<file path="src/rtl/i2c_ext_pkg.sv">
// Shared constants and bus-event classification for the I2C bus extender.
package i2c_ext_pkg;
  localparam int   NUM_SEG         = 8;
  localparam int   SEL_W           = 3;
  localparam int   SYNC_STAGES_DEF = 2;
  localparam int   FILT_LEN_DEF    = 3;
  localparam logic LINE_IDLE       = 1'b1;

  typedef enum logic [1:0] {
    EV_NONE,
    EV_START,
    EV_STOP
  } bus_ev_e;

  // SCL must be high on both samples; an SCL edge alongside the SDA edge is no event.
  function automatic bus_ev_e classify(input logic scl_prev, input logic scl_now,
                                       input logic sda_prev, input logic sda_now);
    if (!(scl_prev && scl_now) || (sda_prev == sda_now)) return EV_NONE;
    return sda_now ? EV_STOP : EV_START;
  endfunction
endpackage

</file>
<file path="src/rtl/i2c_line_cond.sv">
// Input conditioning for one I2C line: synchroniser plus, when
// I2C_GLITCH_FILTER_EN is defined, a consecutive-sample glitch filter.
module i2c_line_cond
  import i2c_ext_pkg::*;
#(
  parameter int SYNC_STAGES = SYNC_STAGES_DEF,
  parameter int FILT_LEN    = FILT_LEN_DEF
) (
  input  logic clk,
  input  logic rst,
  input  logic line_i,
  output logic line_o
);
  logic [SYNC_STAGES-1:0] sync_q;
  logic                   samp;
  logic                   filt_q;
  logic                   filt_d;

  if (SYNC_STAGES < 2 || SYNC_STAGES > 4 || FILT_LEN < 2 || FILT_LEN > 8) begin : g_bad_param
    $error("i2c_line_cond: SYNC_STAGES or FILT_LEN out of range");
  end

  assign samp   = sync_q[SYNC_STAGES-1];
  assign line_o = filt_q;

`ifdef I2C_GLITCH_FILTER_EN
  localparam int CNT_W = $clog2(FILT_LEN) + 1;

  logic [CNT_W-1:0] cnt_q;
  logic [CNT_W-1:0] cnt_d;

  // NOTE: every output of a combinational block gets a default first, otherwise a latch is inferred.
  always_comb begin
    filt_d = filt_q;
    cnt_d  = '0;
    if (samp != filt_q) begin
      if (cnt_q == CNT_W'(FILT_LEN - 1)) filt_d = samp;
      else                               cnt_d  = cnt_q + 1'b1;
    end
  end

  always_ff @(posedge clk or posedge rst) begin
    if (rst) begin
      sync_q <= {SYNC_STAGES{LINE_IDLE}};
      filt_q <= LINE_IDLE;
      cnt_q  <= '0;
    end else begin
      sync_q <= {sync_q[SYNC_STAGES-2:0], line_i};
      filt_q <= filt_d;
      cnt_q  <= cnt_d;
    end
  end
`else
  assign filt_d = samp;

  // NOTE: sequential state uses non-blocking assignments so all flops update from pre-edge values.
  always_ff @(posedge clk or posedge rst) begin
    if (rst) begin
      sync_q <= {SYNC_STAGES{LINE_IDLE}};
      filt_q <= LINE_IDLE;
    end else begin
      sync_q <= {sync_q[SYNC_STAGES-2:0], line_i};
      filt_q <= filt_d;
    end
  end
`endif
endmodule

</file>
<file path="src/rtl/i2c_bus_extender.sv">
// Fans one I2C master out to eight segments; SDA routed by a select latched only
// while the bus is idle. Optional glitch filter: I2C_GLITCH_FILTER_EN.
module i2c_bus_extender
  import i2c_ext_pkg::*;
#(
  parameter int SYNC_STAGES = SYNC_STAGES_DEF,
  parameter int FILT_LEN    = FILT_LEN_DEF
) (
  input  logic             clk,
  input  logic             rst,
  input  logic             scl_in,
  input  logic             sda_in,
  input  logic [SEL_W-1:0] sel,
  output logic             scl_out,
  output logic             sda_out1,
  output logic             sda_out2,
  output logic             sda_out3,
  output logic             sda_out4,
  output logic             sda_out5,
  output logic             sda_out6,
  output logic             sda_out7,
  output logic             sda_out8
);
  logic               scl_f;
  logic               sda_f;
  logic               scl_prev_q;
  logic               sda_prev_q;
  logic               busy_q;
  logic               busy_d;
  logic [SEL_W-1:0]   sel_q;
  logic [SEL_W-1:0]   sel_d;
  logic [NUM_SEG-1:0] seg_sda;
  bus_ev_e            ev;

  i2c_line_cond #(.SYNC_STAGES(SYNC_STAGES), .FILT_LEN(FILT_LEN)) u_scl_cond (
    .clk    (clk),
    .rst    (rst),
    .line_i (scl_in),
    .line_o (scl_f)
  );

  i2c_line_cond #(.SYNC_STAGES(SYNC_STAGES), .FILT_LEN(FILT_LEN)) u_sda_cond (
    .clk    (clk),
    .rst    (rst),
    .line_i (sda_in),
    .line_o (sda_f)
  );

  assign ev = classify(scl_prev_q, scl_f, sda_prev_q, sda_f);

  // The select only moves while idle and never on the cycle a START appears.
  always_comb begin
    busy_d = busy_q;
    sel_d  = sel_q;
    case (ev)
      EV_START: busy_d = 1'b1;
      EV_STOP:  busy_d = 1'b0;
      default:  ;
    endcase
    if (!busy_q && ev != EV_START) sel_d = sel;
  end

  always_ff @(posedge clk or posedge rst) begin
    if (rst) begin
      scl_prev_q <= LINE_IDLE;
      sda_prev_q <= LINE_IDLE;
      busy_q     <= 1'b0;
      sel_q      <= '0;
    end else begin
      scl_prev_q <= scl_f;
      sda_prev_q <= sda_f;
      busy_q     <= busy_d;
      sel_q      <= sel_d;
    end
  end

  always_comb begin
    seg_sda        = {NUM_SEG{LINE_IDLE}};
    seg_sda[sel_q] = sda_f;
  end

  assign scl_out  = scl_f;
  assign sda_out1 = seg_sda[0];
  assign sda_out2 = seg_sda[1];
  assign sda_out3 = seg_sda[2];
  assign sda_out4 = seg_sda[3];
  assign sda_out5 = seg_sda[4];
  assign sda_out6 = seg_sda[5];
  assign sda_out7 = seg_sda[6];
  assign sda_out8 = seg_sda[7];
endmodule

</file>
<file path="config.mk">
export PLATFORM = sky130hd
export DESIGN_NAME = i2c_bus_extender
export DESIGN_NICKNAME = d
export VERILOG_FILES = /design/src/rtl/i2c_ext_pkg.sv /design/src/rtl/i2c_line_cond.sv /design/src/rtl/i2c_bus_extender.sv
export SDC_FILE = /design/constraint.sdc
export NUM_CORES = 1
export LEC_CHECK = 0
export CORE_AREA = 5 5 42 44
export DETAILED_ROUTE_END_ITERATION = 7
export DIE_AREA = 0 0 47 49
export GPL_TIMING_DRIVEN = 0
export PLACE_DENSITY = 0.68
export SYNTH_ARGS = -nofsm -noshare
export SYNTH_HDL_FRONTEND = slang
export SYNTH_SLANG_ARGS = --single-unit
</file>
<file path="constraint.sdc">
create_clock -name clk -period 1.7 [get_ports clk]
set_input_delay 0.34 -clock clk [delete_from_list [all_inputs] [get_ports clk]]
set_output_delay 0.34 -clock clk [all_outputs]
set_load 0.03 [all_outputs]
</file>
==> out/metrics.cfg <==
[clock_network]
cts_buffer_depth = 2
clockRootBuffer = clkbuf_4
cts_buffers = 3
cts.reportedPaths.clkPinSlew_ns = 0.07
clock_sinks = 12
postCtsHoldBufs = 0
cts_max_level = 1
clock_latency_ns = 0.27
cts_tree = yes

[floorplan]
top_level_ports = 16
die_h_um = 49
std_cell_rows = 14
die_area_um2 = 2303
fp.coreArea_um2 = 1401
dieWidth_um = 47
initial_core_util_pct = 33.57

[detailed_routing]
wl_per_cell_um = 12.08
vias = 319
routed_wl_um = 858
antenna_left = 0
dr_wl_met3_um = 42
drc = 0
wl_met1_um = 385
first_pass_iters = 1
wl_met2_um = 429
highest-signal-layer = met3
drt-vias-per-instance = 4.493
drtIter0Drc = 0

[critical_path]
crit_family = flip-flops
path_cells = and2b_1 > nand2_1 > buf_2
start_kind = flip-flop
ff2ff_path_depth = 4
cpPeakStageDelay_ns = 0.55
cp_data_required_time_ns = 1.36
crit_arrival_ns = 1.29
cp_max_fo = 4
path_depth = 3
crit_path_end_kind = output pin
critical_path_buf_inv_count = 1
slowest_stage = dfstp_2
critical_path_class = reg2out

[logic_synthesis]
syn_nets = 42
ys_warn_count = 0
syn_area_um2 = 470.5
synth.avg_cell_area_um2 = 13.44
synth_largest_area_cell = dfstp_2
ys_ff_latch = 12
syn_inst = 35
synth-seq-area-share_pct = 65.96
synth_top_area_share_pct = 44.68
netlist_top_cells_area = dfstp_2 45%, dfrtp_1 21%, mux2_4 9.6%
yosysUniqueCellTypes = 13

[sta]
fin_crit_ns = 1.634
hold_viol = 0
fin_setup_tns_ns = 0
max_slew_margin_pct = 71.65
tightest_slew_ns = 0.4248
max_freq_ghz = 0.6122
period_share_pct = 96.09
setup_viol = 0
drv_slew = 0
skew_ns = 0.003958

[pwr]
p_leak_uw = 0.0002802
power.density_nw_per_um2 = 1211
peakVddDrop_mv = 0.5803

[finish]
syn_to_final_growth_pct = 44.15
drive_gt1_share_pct = 49.09
design_area_um2 = 678.2
diodes = 0
layout.nets = 63

[global_routing]
grt_max_degree = 13
grt_remaining_overflow = 0
antenna_found_initial = 0
grtUsageTotal_pct = 9.707
grt_pass1_wl_mm = 1.566
grt_pass1_vias = 333

[hold_path]
hold_class = in2async

[flow_run]
cap_violations = 0

[status]
status = finished, final reports clean

[placed_design]
placedInstanceArea_um2 = 640.6
numPortBuffers = 15
gp_congestion = 0.6297

[repair_timing]
| item | 4_1_cts | 5_1_grt |
|---|---|---|
| buffers inserted | 0 | 1 |
| endpoints found under the hold margin | 0 | 0 |
| resized for setup | 34 | 3 |
| endpoints found under the setup margin | 9 | 6 |
[path summary, 6_finish.rpt]
check | startpoint | endpoint | slack, ns
worst max-delay path | u_sda_cond.line_o$_DFF_PP1_ | sda_out5 | 0.07
worst min-delay path | rst | busy_q$_DFFE_PP0P_ | 0.36
worst max register to register | u_sda_cond.line_o$_DFF_PP1_ | sel_q[2]$_DFFE_PP0P_ | 0.35
worst min register to register | u_scl_cond.sync_q[0]$_DFF_PP1_ | u_scl_cond.sync_q[1]$_DFF_PP1_ | 0.36
max in group asynchronous | rst | u_sda_cond.sync_q[1]$_DFF_PP1_ | 1.01
min in group clk | u_scl_cond.sync_q[0]$_DFF_PP1_ | u_scl_cond.sync_q[1]$_DFF_PP1_ | 0.36
[logic make-up after synthesis]
logic type      Yosys count  share of synthesized area [%]
buf+inv                   2                          1.594
simple gates             14                          13.57
flops                    12                          65.96
compound gates            4                          9.310
mux                       3                          9.574
[power by group]
| group | total [uW] | leakage, uW | switching [uW] | internal [uW] |
|---|---|---|---|---|
| Clock | 217 | 0.0000210 | 87.3 | 130 |
| Combinational | 227 | 0.000131 | 118 | 108 |
| Sequential | 377 | 0.000129 | 46.0 | 331 |
[metrics by stage]
| stage | worst slack, ns | cells | utilization (%) | hold WS (ns) | total power [uW] |
|---|---|---|---|---|---|
| final | 0.06649 | 71 | 48.39 | 0.3572 | 821.4 |
| after CTS | 0.01053 | 70 | 47.32 | 0.3553 | 833.2 |
| after detailed placement | -0.1897 | 66 | 45.71 | 0.3490 | 619.4 |
| after global routing | -0.003952 | 71 | 48.39 | 0.3615 | 880.8 |
| after global placement | -0.1871 | 66 | 45.71 | 0.3465 | 614.4 |
| after floorplan | 0.3650 | 35 | - | 0.1990 | 525.2 |
[placed cells by master (no fill, tap or decap), types with 3 or more instances in the layout]
cell	n
dfstp_2	8
nand2_1	7
clkdlybuf4s50_1	6
clkbuf_4	5
dfrtp_1	4
clkdlybuf4s15_2	4
mux2_4	3
[metal layers]
metal / vias up / track usage [%]
met5: - / 0
met4: 0 / 5.530
met3: 0 / 4.428
met2: 6 / 13.35
met1: 156 / 12.16
li1: 157 / -
[state kept, by name, summed over array words and instances (netlist names)]
register	flops
u_sda_cond.line_o	1
u_sda_cond.sync_q	2
u_scl_cond.sync_q	2
sda_prev_q	1
u_scl_cond.line_o	1
sel_q	3
busy_q	1
scl_prev_q	1
[cell type report]
cell class                 instances  area (um^2)
tap                               16        20.02
multi-input combinational         21        155.1
sequential                        12        310.3
clock buffer                       4        36.28
inverter                           2        7.507
fill                             143        723.2
timing repair buffer              16        148.9
[cells in the mapped netlist, drive strengths merged]
library cell,instances
a31oi,1
inv,2
nor2b,2
a41oi,1
dfrtp,4
dfstp,8
o21ai,2
and2b,1
mux2,3
nand2,7
nor2,2
nand3,2
Note: power is estimated with default switching activity, not from simulation.
==> edit: new RTL, config.mk and constraints unchanged <==
The option `I2C_GLITCH_FILTER_EN` is turned on by a define.
--- a/src/rtl/i2c_line_cond.sv
+++ b/src/rtl/i2c_line_cond.sv
@@ -2,2 +2,4 @@
 // I2C_GLITCH_FILTER_EN is defined, a consecutive-sample glitch filter.
+`define I2C_GLITCH_FILTER_EN
+
 module i2c_line_cond
Behaviour: not the same (Yosys sat finds a counterexample within 4 cycles, from zero or initial values and one cycle with rst high).
==> edit against the unedited design <==
  * Combinational power grew to 3.2 times the old value
  * Sequential cell count is 6 higher
  * Area after synthesis increased by 58%
  * Routed wire length grew 37%
  * Core utilization up 21 points
  * Sequential share of layout area rose by 1.6 points
  * Power up 120%
  * Fmax fell by 0.95%
  * Critical path depth unchanged
  * Clock skew decreased by 0.0016 ns
  * Worst setup slack worse by 0.016 ns
  * Cell area up 43%
==> edit: results (changes against the unedited design) <==
setup_path:
  rr_worst_depth: 5  # was 4
  r2r_slack_ns: 0.25  # was 0.35 ns
  critical_path_arrival_ns: 1.31  # was 1.29 ns
  r2r-end: "sel_q[0]"  # was sel_q[2]
worst_hold_path:
  hold_class: "reg -> reg"  # was in -> async
clock_network:
  path_clk_slew_ns: 0.09  # was 0.07 ns
global_routing:
  grt.met2_usage_pct: 17.9  # was 13.3%
  track_usage_pct: 12.2  # was 9.71%
  grt_max_degree: 19  # was 13
  grt_pass1_wl_mm: 2.06  # was 1.57 mm
  grt_pass1_vias: 485  # was 333
  grt_use_met3_pct: 2.21  # was 4.43%
power:
  peakVddDrop_mv: 1.09  # was 0.580 mV
  leakagePower_nw: 0.409  # was 0.280 nW
  p_sw_share_pct: 37.5  # was 30.6%
yosys:
  synth.net_count: 70  # was 42
  yosys-top-cells-count: "dfrtp_1 (10), nand2_1 (10), dfstp_2 (8)"  # was dfstp_2 (8), nand2_1 (7), dfrtp_1 (4)
  synth_area_leaders: "dfrtp_1 (34%), dfstp_2 (28%), mux2_2 (6.1%), nand2_1 (5.1%), nor2b_1 (5.1%)"  # was dfstp_2 (45%), dfrtp_1 (21%), mux2_4 (9.6%), a41oi_4 (5.9%), nand2_1 (5.6%)
  yosysUniqueCellTypes: 20  # was 13
  synth_area_um2: 743  # was 470 µm²
finish:
  drive_above_1_share_pct: 37.6  # was 49.1%
  reg_top3: "sel_q (3), u_scl_cond.cnt_q (3), u_sda_cond.cnt_q (3)"  # was sel_q (3), u_scl_cond.sync_q (2), u_sda_cond.sync_q (2)
  final_nets: 93  # was 63
status:
  status: "complete, no violations"  # unchanged
routing:
  drt_iter0_markers: 6  # was 0
  wirelength_mm: 1.17  # was 858 µm
  first_pass_iters: 4  # was 1
placed_design:
  dp_cells: 94  # was 66
  gp_congestion: 0.722  # was 0.630
  dpl_cell_area_um2: 913  # was 641 µm²
  dpl_worst_slack_ns: -0.203  # was -0.190 ns
sta:
  tightestPinTransition_ns: 0.628  # was 0.425 ns
## edit: power by group through the flow
stage          sequential [W]  clock (W)  combinational, W
2_1_floorplan        0.000793          0          0.000450
3_3_place_gp         0.000798          0          0.000664
3_5_place_dp         0.000805          0          0.000672
4_1_cts              0.000783   0.000258          0.000675
5_1_grt              0.000824   0.000282          0.000810
6_report             0.000793   0.000249          0.000733
## edit: area by class of cell
class                           instances  area [µm²]
Sequential cell                        18         460
Clock buffer                            4        36.3
Multi-Input combinational cell         43         284
Inverter                                2        7.51
Fill cell                             118         429
Tap cell                               16        20.0
Timing Repair Buffer                   18         164
## edit: how the worst max path moves through the flow
stage | start | to | slack (ns)
detailed placement | u_sda_cond.line_o | sda_out8 | -0.20
floorplan | u_sda_cond.line_o | sda_out8 | 0.34
CTS | u_sda_cond.line_o | sda_out3 | 0.005
global route | u_sda_cond.line_o | sda_out6 | -0.02
finish | u_sda_cond.line_o | sda_out6 | 0.05
global placement | u_sda_cond.line_o | sda_out8 | -0.21
## edit: kinds of logic (layout without fill, tap and decap cells)
logic type,count (synthesis),count (layout),share of synthesized area [%]
XOR/XNOR,4,4,4.71
AND/OR/NAND/NOR,28,28,18.2
AO/OA/AOI/OAI,5,5,5.05
buffers and inverters,2,24,1.01
flip-flops,18,18,62.0
multiplexers,6,6,9.09
## edit: what timing repair did
item,CTS,global route
resized for setup,30,19
setup endpoints to repair,9,9
hold buffers,0,0
setup buffers,2,1
## edit: layer usage
layer	up-vias	wire, µm
met3	2	95
met2	15	583
li1	252	-
met1	230	487
met5	-	0
met4	0	8
